[src/rtl/voice_alloc_pkg.sv]
// Shared types, pitch table and width helpers for the voice allocator.
package voice_alloc_pkg;

    typedef enum logic [1:0] {
        IDLE,
        RELEASE,
        ALLOCATE,
        GAP
    } state_e;

    typedef enum logic [1:0] {
        RANK_HOLD,
        RANK_ALLOC,
        RANK_FREE
    } rank_op_e;

    localparam int HZ_TABLE_LEN = 8;

    localparam logic [31:0] HZ_TABLE [HZ_TABLE_LEN] = '{
        32'd191109, 32'd170265, 32'd151685, 32'd143172,
        32'd127551, 32'd113636, 32'd101239, 32'd95556
    };

    function automatic int key_w(input int num_keys);
        return (num_keys > 1) ? $clog2(num_keys) : 1;
    endfunction

    function automatic int rank_w(input int num_voices);
        return (num_voices > 1) ? $clog2(num_voices) : 1;
    endfunction

    function automatic logic [31:0] hz_of(input int k);
        return HZ_TABLE[k % HZ_TABLE_LEN];
    endfunction

    function automatic logic [7:0] sat_inc(input logic [7:0] x);
        return (x == 8'hFF) ? x : x + 8'd1;
    endfunction

endpackage

[src/rtl/key_sync.sv]
// Two-flop synchronizer for the raw key switch levels.
module key_sync #(
    parameter int W = 8
) (
    input  logic         clock,
    input  logic         resetn,
    input  logic [W-1:0] d,
    output logic [W-1:0] q
);

    logic [W-1:0] meta_q, meta_d;
    logic [W-1:0] sync_q, sync_d;

    always_comb begin
        meta_d = d;
        sync_d = meta_q;
    end

    always_ff @(posedge clock or negedge resetn) begin
        if (!resetn) begin
            meta_q <= '0;
            sync_q <= '0;
        end else begin
            meta_q <= meta_d;
            sync_q <= sync_d;
        end
    end

    assign q = sync_q;

endmodule

[src/rtl/voice_allocator.sv]
// Shares a small bank of wave-generator voices among many key switches.
// Define VOICE_STEAL_EN to steal the least recently allocated voice when full.
module voice_allocator
    import voice_alloc_pkg::*;
#(
    parameter int  NUM_KEYS   = 8,
    parameter int  NUM_VOICES = 4,
    parameter int  HZ_W       = 32,
    localparam int KW         = key_w(NUM_KEYS),
    localparam int VW         = rank_w(NUM_VOICES)
) (
    input  logic                       clock,
    input  logic                       resetn,
    input  logic [NUM_KEYS-1:0]        key_on,
    output logic [NUM_VOICES-1:0]      voice_play,
    output logic [NUM_VOICES*HZ_W-1:0] voice_hz,
    output logic [NUM_VOICES*KW-1:0]   voice_key,
    output logic                       busy,
    output logic [7:0]                 drop_cnt
);

    logic [NUM_KEYS-1:0] key_held;
    logic [NUM_KEYS-1:0] pend_on, pend_off, pend;
    logic [NUM_KEYS-1:0] key_alloc_q, key_alloc_d;
    logic [NUM_KEYS-1:0] key_lost_q, key_lost_d;

    logic [KW-1:0] rr_ptr_q, rr_ptr_d;
    logic [KW-1:0] sel_q, sel_d;
    logic [KW-1:0] pick, scan;
    logic          pick_ok;

    state_e state_q, state_d;

    logic [NUM_VOICES-1:0]           voice_play_q, voice_play_d;
    logic [NUM_VOICES-1:0][HZ_W-1:0] voice_hz_q, voice_hz_d;
    logic [NUM_VOICES-1:0][KW-1:0]   voice_key_q, voice_key_d;
    logic [NUM_VOICES-1:0][VW-1:0]   voice_rank_q, voice_rank_d;
    logic [7:0]                      drop_cnt_q, drop_cnt_d;

    logic [VW-1:0] free_v, rel_v, rank_v;
    logic          free_ok, rel_ok;
    rank_op_e      rank_op;

    key_sync #(
        .W(NUM_KEYS)
    ) u_sync (
        .clock (clock),
        .resetn(resetn),
        .d     (key_on),
        .q     (key_held)
    );

    // Descending scan so the smallest offset from rr_ptr wins.
    always_comb begin
        pend_on  = key_held & ~key_alloc_q & ~key_lost_q;
        pend_off = ~key_held & key_alloc_q;
        pend     = pend_on | pend_off;
        pick_ok  = 1'b0;
        pick     = '0;
        scan     = '0;
        for (int i = NUM_KEYS - 1; i >= 0; i--) begin
            scan = rr_ptr_q + KW'(i);
            if (pend[scan]) begin
                pick_ok = 1'b1;
                pick    = scan;
            end
        end
    end

    always_comb begin
        free_ok = 1'b0;
        free_v  = '0;
        rel_ok  = 1'b0;
        rel_v   = '0;
        for (int v = NUM_VOICES - 1; v >= 0; v--) begin
            if (!voice_play_q[v]) begin
                free_ok = 1'b1;
                free_v  = VW'(v);
            end
            if (voice_play_q[v] && voice_key_q[v] == sel_q) begin
                rel_ok = 1'b1;
                rel_v  = VW'(v);
            end
        end
    end

`ifdef VOICE_STEAL_EN
    logic [VW-1:0] victim_q, victim_d, lru_v;

    // Only consulted when every voice is active; ranks are then distinct.
    always_comb begin
        lru_v = '0;
        for (int v = 1; v < NUM_VOICES; v++) begin
            if (voice_rank_q[v] > voice_rank_q[lru_v]) begin
                lru_v = VW'(v);
            end
        end
    end
`endif

    always_comb begin
        state_d      = state_q;
        sel_d        = sel_q;
        rr_ptr_d     = rr_ptr_q;
        key_alloc_d  = key_alloc_q;
        key_lost_d   = key_lost_q & key_held;
        voice_play_d = voice_play_q;
        voice_hz_d   = voice_hz_q;
        voice_key_d  = voice_key_q;
        drop_cnt_d   = drop_cnt_q;
        rank_op      = RANK_HOLD;
        rank_v       = '0;
`ifdef VOICE_STEAL_EN
        victim_d     = victim_q;
`endif
        unique case (state_q)
            IDLE: begin
                if (pick_ok) begin
                    sel_d    = pick;
                    rr_ptr_d = pick + KW'(1);
                    state_d  = pend_off[pick] ? RELEASE : ALLOCATE;
                end
            end
            RELEASE: begin
                if (rel_ok) begin
                    voice_play_d[rel_v] = 1'b0;
                    rank_op             = RANK_FREE;
                    rank_v              = rel_v;
                end
                key_alloc_d[sel_q] = 1'b0;
                state_d            = IDLE;
            end
            ALLOCATE: begin
                state_d = IDLE;
                if (free_ok) begin
                    voice_play_d[free_v] = 1'b1;
                    voice_hz_d[free_v]   = HZ_W'(hz_of(int'(sel_q)));
                    voice_key_d[free_v]  = sel_q;
                    key_alloc_d[sel_q]   = 1'b1;
                    rank_op              = RANK_ALLOC;
                    rank_v               = free_v;
                end else begin
`ifdef VOICE_STEAL_EN
                    key_alloc_d[voice_key_q[lru_v]] = 1'b0;
                    key_lost_d[voice_key_q[lru_v]]  = 1'b1;
                    voice_play_d[lru_v]             = 1'b0;
                    voice_hz_d[lru_v]               = HZ_W'(hz_of(int'(sel_q)));
                    voice_key_d[lru_v]              = sel_q;
                    victim_d                        = lru_v;
                    state_d                         = GAP;
`else
                    key_lost_d[sel_q] = 1'b1;
`endif
                    drop_cnt_d = sat_inc(drop_cnt_q);
                end
            end
`ifdef VOICE_STEAL_EN
            GAP: begin
                voice_play_d[victim_q] = 1'b1;
                key_alloc_d[sel_q]     = 1'b1;
                rank_op                = RANK_ALLOC;
                rank_v                 = victim_q;
                state_d                = IDLE;
            end
`endif
            default: state_d = IDLE;
        endcase
    end

    // Active ranks stay packed 0..n-1, so the oldest voice holds the top rank.
    always_comb begin
        voice_rank_d = voice_rank_q;
        for (int v = 0; v < NUM_VOICES; v++) begin
            if (VW'(v) != rank_v && voice_play_q[v]) begin
                if (rank_op == RANK_ALLOC && voice_rank_q[v] != '1) begin
                    voice_rank_d[v] = voice_rank_q[v] + VW'(1);
                end
                if (rank_op == RANK_FREE && voice_rank_q[v] > voice_rank_q[rank_v]) begin
                    voice_rank_d[v] = voice_rank_q[v] - VW'(1);
                end
            end
        end
        if (rank_op == RANK_ALLOC) begin
            voice_rank_d[rank_v] = '0;
        end
    end

    always_ff @(posedge clock or negedge resetn) begin
        if (!resetn) begin
            state_q      <= IDLE;
            sel_q        <= '0;
            rr_ptr_q     <= '0;
            key_alloc_q  <= '0;
            key_lost_q   <= '0;
            voice_play_q <= '0;
            voice_hz_q   <= '0;
            voice_key_q  <= '0;
            voice_rank_q <= '0;
            drop_cnt_q   <= '0;
`ifdef VOICE_STEAL_EN
            victim_q     <= '0;
`endif
        end else begin
            state_q      <= state_d;
            sel_q        <= sel_d;
            rr_ptr_q     <= rr_ptr_d;
            key_alloc_q  <= key_alloc_d;
            key_lost_q   <= key_lost_d;
            voice_play_q <= voice_play_d;
            voice_hz_q   <= voice_hz_d;
            voice_key_q  <= voice_key_d;
            voice_rank_q <= voice_rank_d;
            drop_cnt_q   <= drop_cnt_d;
`ifdef VOICE_STEAL_EN
            victim_q     <= victim_d;
`endif
        end
    end

    assign voice_play = voice_play_q;
    assign voice_hz   = voice_hz_q;
    assign voice_key  = voice_key_q;
    assign drop_cnt   = drop_cnt_q;
    assign busy       = (state_q != IDLE);

endmodule
[config.mk]
export PLATFORM = sky130hd
export DESIGN_NAME = voice_allocator
export DESIGN_NICKNAME = d
export VERILOG_FILES = /design/src/rtl/voice_alloc_pkg.sv /design/src/rtl/key_sync.sv /design/src/rtl/voice_allocator.sv
export SDC_FILE = /design/constraint.sdc
export NUM_CORES = 1
export LEC_CHECK = 0
export ABC_CLOCK_PERIOD_IN_PS = 4500
export BUFFER_PORTS_ARGS = -buffer_cell sky130_fd_sc_hd__buf_2
export CORE_ASPECT_RATIO = 1.25
export CORE_UTILIZATION = 54
export CTS_CLUSTER_SIZE = 25
export DETAILED_ROUTE_END_ITERATION = 12
export GPL_TIMING_DRIVEN = 0
export PLACE_DENSITY = 0.8
export SLEW_MARGIN = 20
export SYNTH_ARGS = -nofsm -noshare
export SYNTH_HDL_FRONTEND = slang
export SYNTH_HIERARCHICAL = 1
export SYNTH_SLANG_ARGS = --single-unit
[constraint.sdc]
create_clock -name clock -period 4.5 [get_ports clock]
set_clock_uncertainty 0.15 [all_clocks]
set_input_delay 0.225 -clock clock [delete_from_list [all_inputs] [get_ports clock]]
set_output_delay 0.225 -clock clock [all_outputs]
set_load 0.02 [all_outputs]
==> impl_metrics.toml, run 1 <==
[sta]
setup-tns-final_ns = 0
period_share_pct = 92.9
final_hold_viol_count = 0
tightest_slew_ns = 0.668
slew-limit-headroom_pct = 55.5
final_max_slew_viol_count = 0
rsz0062_at_grt = "no"
holdWs_ns = 0.103
setup_viol_count_final = 0
max_freq_ghz = 0.239
fin_crit_ns = 4.18
fin_ws_ns = 0.319

[drt]
drc = 0
drtPass1Iterations = 5
via_count = 5775
wl_per_cell_microns = 17.2
final_antenna_net_count = 0
viasPerCell = 5.44
wl_mm = 18.3
drt_iter0_markers = 369

[power_and_ir_drop]
internal-power_uw = 3920
switching_power_uw = 3340
p_per_area_nw_per_um2 = 854
p_leak_uw = 0.00425
p_comb_share_pct = 54.7
p_sw_share_pct = 46.0
seq_power_share_pct = 25.9
max-vdd-ir-drop_mv = 0.557
p_clk_share_pct = 19.4
p_total_uw = 7260

[synthesis]
synth_largest_area_cell = "dfrtp_1"
synth_edf_count = 0
ys_types = 67
synth_area_sq_um = 6820
synthTopCellsByArea = "dfrtp_1 (48%), o21ai_0 (7.8%), buf_4 (6.6%), nand2_1 (6.4%), ha_1 (2.6%)"
synth_compound_area_share_pct = 14.7
async_flop_share_pct = 100
yosysMostFrequentCell = "dfrtp_1"
yosysTopAreaCellShare_pct = 48.4
synth.avg_cell_area_sq_um = 9.83
ys_ff_latch = 132
ys.warnings.count = 6
synthTopCellsByCount = "dfrtp_1 (132), nand2_1 (116), o21ai_0 (106)"
synth-simple-area-share_pct = 15.1
synth_top_family_by_area = "simple AND/OR/NAND/NOR gates"
synth.area.mux_share_pct = 6.67
synthFlopType = "dfrtp_1"
synth_xor_area_share_pct = 3.06
synthAdderAreaFrac_pct = 2.57
syn_inst = 694
synth-seq-area-share_pct = 48.4

[layout]
area_growth_pct = 24.6
finalNonFillerCells = 1061
diodes = 0
nets = 908
fillers = 896
layout-drive-gt1-share_pct = 27.9

[clocking]
clk_path_buf_depth = 2
cts-root-buf = "clkbuf_16"
insertion_delay_ns = 0.42
numClockSinks = 132
cts-htree-levels = 4
cts_tree = "done"
cts_buffers = 17
cts.clk_slew.worst_paths_ns = 0.06

[floorplanning]
die-area_sq_um = 13100
ioPinCount = 163
die_w_microns = 103
core-area_sq_um = 12200
rows = 45
initial_core_util_pct = 55.9
die_h_microns = 128

[place]
hpwl_mm = 12.6
place_congestion = 0.916
numPortBuffers = 106
dp.cells = 1020
preCtsSetupSlack_ns = 0.148

[grt]
grt_antenna_before_repair = 0
grt_pass1_vias = 5728
grtUsageMet1_pct = 34.7
grt_max_degree = 103
grt-ovfl-total = 0
grt_use_met2_pct = 49.4
grt_pass1_wl_mm = 29.0
gr-usage-all-layers_pct = 29.4
gr-usage-met3_pct = 6.76
busiest_layer = "met2"

[run]
cap_violations = 0

[critical_path]
arrival_ns = 4.33
path_class = "reg -> reg"
crit_fanout = 10
required_ns = 4.65
start_kind = "flop"
crit_path_end_kind = "flop"

[outcome]
status = "completed"

[min_path]
hold_class = "in -> async"
## per-stage QoR
stage                     area, sq um  utilization (%)
final                            8500             69.6
after detailed placement         7800             63.9
after global routing             8500             69.6
after global placement           7770             63.6
after CTS                        8500             69.6
after floorplan                  7030                -
## area by class of cell
cell class	instances	area [sq um]	share of cell area, %
inverter	13	48.8	0.574
tap	164	205	2.41
clock inverter	14	179	2.10
multi-input combinational	510	3080	36.2
buffer	94	599	7.05
timing repair buffer	116	658	7.74
sequential	132	3300	38.8
clock buffer	18	429	5.05
## layout by cell type (no fill, tap or decap), drive strengths merged, types with 5 or more instances in the layout
cell,instances
clkbuf,46
nand2,116
nor3b,9
clkinv,7
inv,14
mux4,8
conb,56
mux2i,11
nor2b,9
nor2,30
buf,173
ha,14
a211oi,5
a21o,6
dfrtp,132
xor2,6
dlygate4sd3,9
o21ai,110
nand4,6
a21oi,23
nand3,6
mux2,14
nor3,14
xnor2,17
## path summary, 6_finish.rpt
path                            slack, ns             to             start  cells past startpoint
worst max-delay path                 0.32     state_q[1]       rr_ptr_q[0]                     13
worst min-delay path                 0.10  voice_hz[101]            resetn                      2
worst min register to register       0.20    u_sync/q[0]  u_sync/meta_q[0]                      0
min in group clock                   0.20    u_sync/q[0]  u_sync/meta_q[0]                      0
worst max register to register       0.32     state_q[1]       rr_ptr_q[0]                     13
max in group asynchronous            3.32   voice_hz[79]            resetn                      3
## worst max-delay path, cell delays in order, from the launching register on
cell and delay [ns]:
dfrtp_1 0.38, clkbuf_8 0.17, inv_2 0.09, clkbuf_1 0.43, ha_1 0.24, clkbuf_2 0.26, mux4_2 0.56, mux2i_1 0.25
nand3_1 0.11, o211ai_1 0.21, o2111ai_1 0.15, a21oi_2 0.30, mux4_2 0.59, o211a_1 0.15
## timing repair
item                       in CTS  in global routing
resized for setup               0                  2
hold buffers                    9                  0
buffers inserted                0                  0
setup endpoints to repair       0                  2
hold endpoints to repair      140                  0
## power groups by stage
| stage | logic [uW] | clock network (uW) | registers [uW] |
|---|---|---|---|
| 2_1_floorplan | 2440 | 0 | 2210 |
| 4_1_cts | 3930 | 1410 | 1870 |
| 3_3_place_gp | 3800 | 0 | 1860 |
| 6_report | 3970 | 1410 | 1880 |
| 5_1_grt | 4290 | 1470 | 1910 |
| 3_5_place_dp | 3870 | 0 | 1870 |
## routing by layer
layer / share of wire, % / wire length [microns]
met4: 4.0 / 735
met5: 0 / 0
met3: 6.9 / 1250
met2: 51 / 9330
met1: 38 / 6950
## sequential cells by signal, indices dropped and copies added, names as in the netlist, 4 cells and up, named ones only
register	cells
drop_cnt	8
u_sync/meta_q	8
u_sync/q	8
key_lost_q	8
voice_play	4
voice_key	8
voice_hz	72
## logic make-up after synthesis
kind of cell    count (synthesis)
mux                            33
fa+ha+maj                      14
other cells                     1
buf+inv                       107
flops                         132
compound gates                171
xor+xnor                       23
simple gates                  213
Note: power is estimated with default switching activity, not from simulation.
==> inputs of run 2 (changes only) <==
--- a/config.mk
+++ b/config.mk
@@ -12,7 +12,7 @@
 export CTS_CLUSTER_SIZE = 25
 export DETAILED_ROUTE_END_ITERATION = 12
 export GPL_TIMING_DRIVEN = 0
-export PLACE_DENSITY = 0.8
+export PLACE_DENSITY = 0.82
 export SLEW_MARGIN = 20
 export SYNTH_ARGS = -nofsm -noshare
 export SYNTH_HDL_FRONTEND = slang
==> run 2 against run 1 <==
Against the previous run: combinational power hardly changed; cell area is 0.13% lower; global-route usage is 0.72 points higher; highest routed layer is now met5; first-iteration DRC count is 28% higher; largest cell class unchanged; sequential share of layout area is 0.052 points higher.
==> impl_metrics.toml, run 2 (synthesized netlist as in run 1, its figures left out) <==
[clocking]
cts-htree-levels = 4
cts_tree = "done"
cts-root-buf = "clkbuf_16"
cts.clk_slew.worst_paths_ns = 0.06
cts_buffers = 17
clk_path_buf_depth = 2
insertion_delay_ns = 0.42
postCtsSetupBuffers = 0
numClockSinks = 132

[floorplanning]
rows = 45
die-area_sq_um = 13100
core-area_sq_um = 12200
initial_core_util_pct = 55.9
ioPinCount = 163
die_w_microns = 103
die_h_microns = 128

[critical_path]
max_stage_delay_ns = 0.60
required_ns = 4.65
cpLargestDelayFamily = "multiplexers"
critPathSlowestCell = "mux4_2"
r2r-end = "state_q[1]"
cp_cell_sequence = "buf_2, inv_1, ha_1, clkbuf_1, mux4_2, mux2i_1, nand3_1, o211ai_1, o2111ai_1, a21oi_2, mux4_2, o211a_1"
r2r_setup_slack_ns = 0.29
reg2reg_depth = 12
cp_common_cell = "mux4_2"
arrival_ns = 4.36
cp_num_buf_inv = 3
reg2reg_from = "rr_ptr_q[1]"
crit_fanout = 10
path_class = "reg -> reg"
crit_path_end_kind = "flop"
start_kind = "flop"

[sta]
holdWs_ns = 0.100
slew-limit-headroom_pct = 51.2
tightest_slew_ns = 0.732
final_max_slew_viol_count = 0
fin_crit_ns = 4.21
setup-tns-final_ns = 0
setup_viol_count_final = 0
rsz0062_at_grt = "no"
period_share_pct = 93.5
max_freq_ghz = 0.238
final_hold_viol_count = 0

[layout]
largest_reg_flops = 72
mostFrequentLayoutCells = "dfrtp_1 (132), nand2_1 (116), buf_2 (107)"
fillers = 888
mostFrequentLayoutCell = "dfrtp_1"
layout-drive-gt1-share_pct = 27.8
regArea_sq_um = 3300
multi_input_area_sq_um = 3080
nets = 907
diodes = 0
area_growth_pct = 24.4

[drt]
via_count = 5777
drtPass1Iterations = 5
routed-wl-met2_mm = 9.49
final_antenna_net_count = 0
dr.max_layer_used = "met5"
wl_mm = 18.5
wl_per_cell_microns = 17.4
viasPerCell = 5.45
wl_met3_mm = 1.24
wl_met1_mm = 7.02
drt_iter0_markers = 472
drc = 0

[power_and_ir_drop]
max-vdd-ir-drop_mv = 0.543
p_leak_uw = 0.00425
p_per_area_nw_per_um2 = 856

[grt]
gr-usage-all-layers_pct = 30.1
grt_pass1_vias = 5728
grt_max_degree = 101
grt_pass1_wl_mm = 29.5
grt-ovfl-total = 0
grt_antenna_before_repair = 1

[place]
place_congestion = 0.928
numPortBuffers = 106
hpwl_mm = 12.5

[min_path]
hold_class = "in -> async"

[run]
cap_violations = 0

[outcome]
status = "completed"
-- run 2: layout make-up --
type | count | area share (%)
clock inverter | 13 | 1.87
inverter | 13 | 0.575
multi-input combinational | 510 | 36.3
timing repair buffer | 116 | 7.75
sequential | 132 | 38.9
tap | 164 | 2.42
clock buffer | 19 | 5.22
buffer | 93 | 7.00
-- run 2: routing by layer --
| metal | vias to the layer above | track usage, % |
|---|---|---|
| li1 | 2670 | - |
| met2 | 254 | 49.3 |
| met5 | - | 0 |
| met4 | 2 | 15.6 |
| met3 | 67 | 8.40 |
| met1 | 2784 | 35.8 |
-- run 2: metrics by stage --
step           worst slack, ns  power (uW)  std cells  instance area, sq um  util (%)
6_report                 0.293        7270       1060                  8490      69.5
3_3_place_gp            0.0360        5670       1019                  7770      63.6
5_1_grt                 0.0142        7690       1060                  8490      69.5
3_5_place_dp            0.0669        5760       1020                  7800      63.9
4_1_cts                 0.0495        7220       1061                  8500      69.5
2_1_floorplan            0.742        4640        749                  7030         -
-- run 2: worst max path at each step --
stage	startpoint	cells past startpoint	endpoint	slack (ns)
final	rr_ptr_q[1]	12	state_q[1]	0.29
after CTS	rr_ptr_q[0]	13	state_q[1]	0.05
after global routing	rr_ptr_q[1]	12	state_q[1]	0.01
after floorplan	rr_ptr_q[0]	13	state_q[1]	0.74
after global placement	rr_ptr_q[0]	13	state_q[1]	0.04
after detailed placement	rr_ptr_q[0]	13	state_q[1]	0.07
-- run 2: what timing repair did --
item / in CTS / in global routing
resized for setup: 0 / 0
hold endpoints to repair: 140 / 0
setup endpoints to repair: 0 / 3
hold buffers: 9 / 0
-- run 2: report_power, final --
part	leakage, uW	internal [uW]	total, uW	switching (uW)
Clock	0.000289	883	1410	526
Combinational	0.00227	1460	3980	2520
Sequential	0.00168	1590	1880	293
==> inputs of run 3 (changes only) <==
--- a/config.mk
+++ b/config.mk
@@ -8,13 +8,13 @@
 export ABC_CLOCK_PERIOD_IN_PS = 4500
 export BUFFER_PORTS_ARGS = -buffer_cell sky130_fd_sc_hd__buf_2
 export CORE_ASPECT_RATIO = 1.25
-export CORE_UTILIZATION = 54
+export CORE_UTILIZATION = 55
+export CTS_BUF_LIST = sky130_fd_sc_hd__clkbuf_4 sky130_fd_sc_hd__clkbuf_8
 export CTS_CLUSTER_SIZE = 25
 export DETAILED_ROUTE_END_ITERATION = 12
 export GPL_TIMING_DRIVEN = 0
-export PLACE_DENSITY = 0.82
+export PLACE_DENSITY = 0.83
 export SLEW_MARGIN = 20
 export SYNTH_ARGS = -nofsm -noshare
 export SYNTH_HDL_FRONTEND = slang
-export SYNTH_HIERARCHICAL = 1
 export SYNTH_SLANG_ARGS = --single-unit
==> run 3 against run 2 <==
Against the previous run: critical path depth increased by 2; largest cell class unchanged; worst hold slack improved by 0.099 ns; clock power decreased by 28%; critical endpoint is now rr_ptr_q[1]; synthesized area rose by 2.5%.
==> impl_metrics.toml, run 3 <==
[synthesis]
synth_largest_area_cell = "dfrtp_1"
syn_inst = 701
synth-seq-area-share_pct = 47.2
ys_types = 70
synth_area_sq_um = 6990
async_flop_share_pct = 100
ys.warnings.count = 0
ys_ff_latch = 132
yosysMostFrequentCell = "dfrtp_1"
synthTopCellsByArea = "dfrtp_1 (47%), o21ai_0 (7.4%), buf_4 (6.5%), nand2_1 (5.7%), mux2_2 (2.7%)"
synthFlopType = "dfrtp_1"
synth_edf_count = 0
synth.avg_cell_area_sq_um = 9.98
yosysTopAreaCellShare_pct = 47.2
synthTopCellsByCount = "dfrtp_1 (132), nand2_1 (107), o21ai_0 (103)"

[power_and_ir_drop]
max-vdd-ir-drop_mv = 0.608
p_leak_uw = 0.00426
p_total_uw = 6860
p_per_area_nw_per_um2 = 808

[place]
place_congestion = 0.926
hpwl_mm = 13.2
preCtsSetupSlack_ns = -0.327
numPortBuffers = 106

[sta]
rsz0062_at_grt = "no"
setup-tns-final_ns = 0
setup_viol_count_final = 0
fin_crit_ns = 4.14
final_max_slew_viol_count = 0
final_hold_viol_count = 0
fin_ws_ns = 0.362
tightest_slew_ns = 0.680
max_freq_ghz = 0.242
slew-limit-headroom_pct = 54.6
period_share_pct = 92.0

[grt]
grt-ovfl-total = 0
grt_max_degree = 75
grt_pass1_vias = 5681
gr-usage-all-layers_pct = 28.6
grt_pass1_wl_mm = 28.5
grt_antenna_before_repair = 0

[critical_path]
reg2reg_depth = 14
start_kind = "flop"
crit_fanout = 19
required_ns = 4.69
arrival_ns = 4.33
crit_path_end_kind = "flop"
path_class = "reg -> reg"

[floorplanning]
initial_core_util_pct = 57.0
die_w_microns = 103
die-area_sq_um = 13200
die_h_microns = 128
core-area_sq_um = 12300
ioPinCount = 163
rows = 45

[layout]
nets = 918
mostFrequentLayoutCells = "dfrtp_1 (132), buf_2 (109), nand2_1 (107)"
mostFrequentLayoutCell = "dfrtp_1"
area_growth_pct = 21.4
layout-drive-gt1-share_pct = 28.3
fin_util_pct = 69.2
diodes = 0
largest_reg_flops = 72

[drt]
drc = 0
drt_iter0_markers = 285
drtPass1Iterations = 7
wl_per_cell_microns = 16.7
via_count = 5752
final_antenna_net_count = 0
wl_mm = 17.8
viasPerCell = 5.38

[clocking]
cts-htree-levels = 4
cts_buffers = 17
insertion_delay_ns = 0.45
cts.clk_slew.worst_paths_ns = 0.07
cts-root-buf = "clkbuf_8"
numClockSinks = 132
cts_tree = "done"
clk_path_buf_depth = 2

[min_path]
hold_class = "in -> async"

[run]
cap_violations = 0

[outcome]
status = "completed"
run 3: cell count changes in the layout (fill, tap and decap cells not counted), sizes merged, moves of 5 or more:
cell | previous run | this run
a21oi | 23 | 14
and2b | 2 | 7
clkbuf | 46 | 39
o21ai | 110 | 104
nand2 | 116 | 107
buf | 173 | 183
or2 | 2 | 8
run 3: final cells by class:
type	count	area (sq um)
Fill cell	921	3780
Sequential cell	132	3300
Multi-Input combinational cell	515	3250
Timing Repair Buffer	120	688
Buffer	94	594
Clock buffer	17	234
Tap cell	164	205
Clock inverter	14	163
Inverter	14	52.6
run 3: routing by layer:
| metal | global-route usage (%) | share of wire, % | vias up |
|---|---|---|---|
| met1 | 31.9 | 37 | 2779 |
| met3 | 7.85 | 6.8 | 55 |
| met4 | 14.2 | 3.5 | 0 |
| met5 | 0 | 0 | - |
| li1 | - | - | 2705 |
| met2 | 49.8 | 53 | 213 |
run 3: power breakdown:
part / switching [uW] / total [uW] / internal [uW]
Sequential: 249 / 1780 / 1530
Combinational: 2470 / 4070 / 1600
Clock: 469 / 1010 / 541
run 3: metrics by stage:
| step | hold slack, ns | std cells | cell area, sq um |
|---|---|---|---|
| final | 0.199 | 1070 | 8490 |
| after global routing | 0.206 | 1070 | 8490 |
| after CTS | 0.195 | 1066 | 8460 |
| after detailed placement | 0.0811 | 1027 | 7970 |
| after global placement | 0.182 | 1026 | 7940 |
| after floorplan | -0.221 | 756 | 7200 |
run 3: cell families (layout without fill, tap and decap cells):
logic type,after synthesis,after routing,synth area share [%]
buffers and inverters,109,259,9.37
XOR/XNOR,23,23,2.88
adder cells (fa/ha/maj),14,14,2.50
other,1,56,0.0536
flip-flops,132,132,47.2
AND/OR/NAND/NOR,216,216,15.3
AO/OA/AOI/OAI,166,166,14.5
multiplexers,40,40,8.16
run 3: worst paths after layout:
check                                      start             to  slack [ns]
min in group clock              u_sync.meta_q[4]    u_sync.q[4]        0.20
worst max register to register       rr_ptr_q[0]    rr_ptr_q[1]        0.36
worst min-delay path                      resetn  voice_hz[100]        0.20
max in group asynchronous                 resetn    drop_cnt[2]        3.32
worst max-delay path                 rr_ptr_q[0]    rr_ptr_q[1]        0.36
worst min register to register  u_sync.meta_q[4]    u_sync.q[4]        0.20
run 3: worst max-delay path, cell delays in order, from the launching register on:
cell	delay [ns]
dfrtp_1	0.44
inv_2	0.11
buf_2	0.34
ha_1	0.36
inv_1	0.18
buf_4	0.21
nor3_1	0.10
or2_2	0.30
mux4_1	0.49
o21bai_1	0.16
a2111oi_0	0.12
a21o_1	0.18
o21bai_2	0.33
ha_1	0.30
mux2_2	0.25
run 3: repair_timing:
action	CTS	global route
endpoints found under the setup margin	2	1
endpoints found under the hold margin	81	0
setup buffers	0	4
hold buffers	9	0
gates resized for setup	1	0
pin swaps	0	1
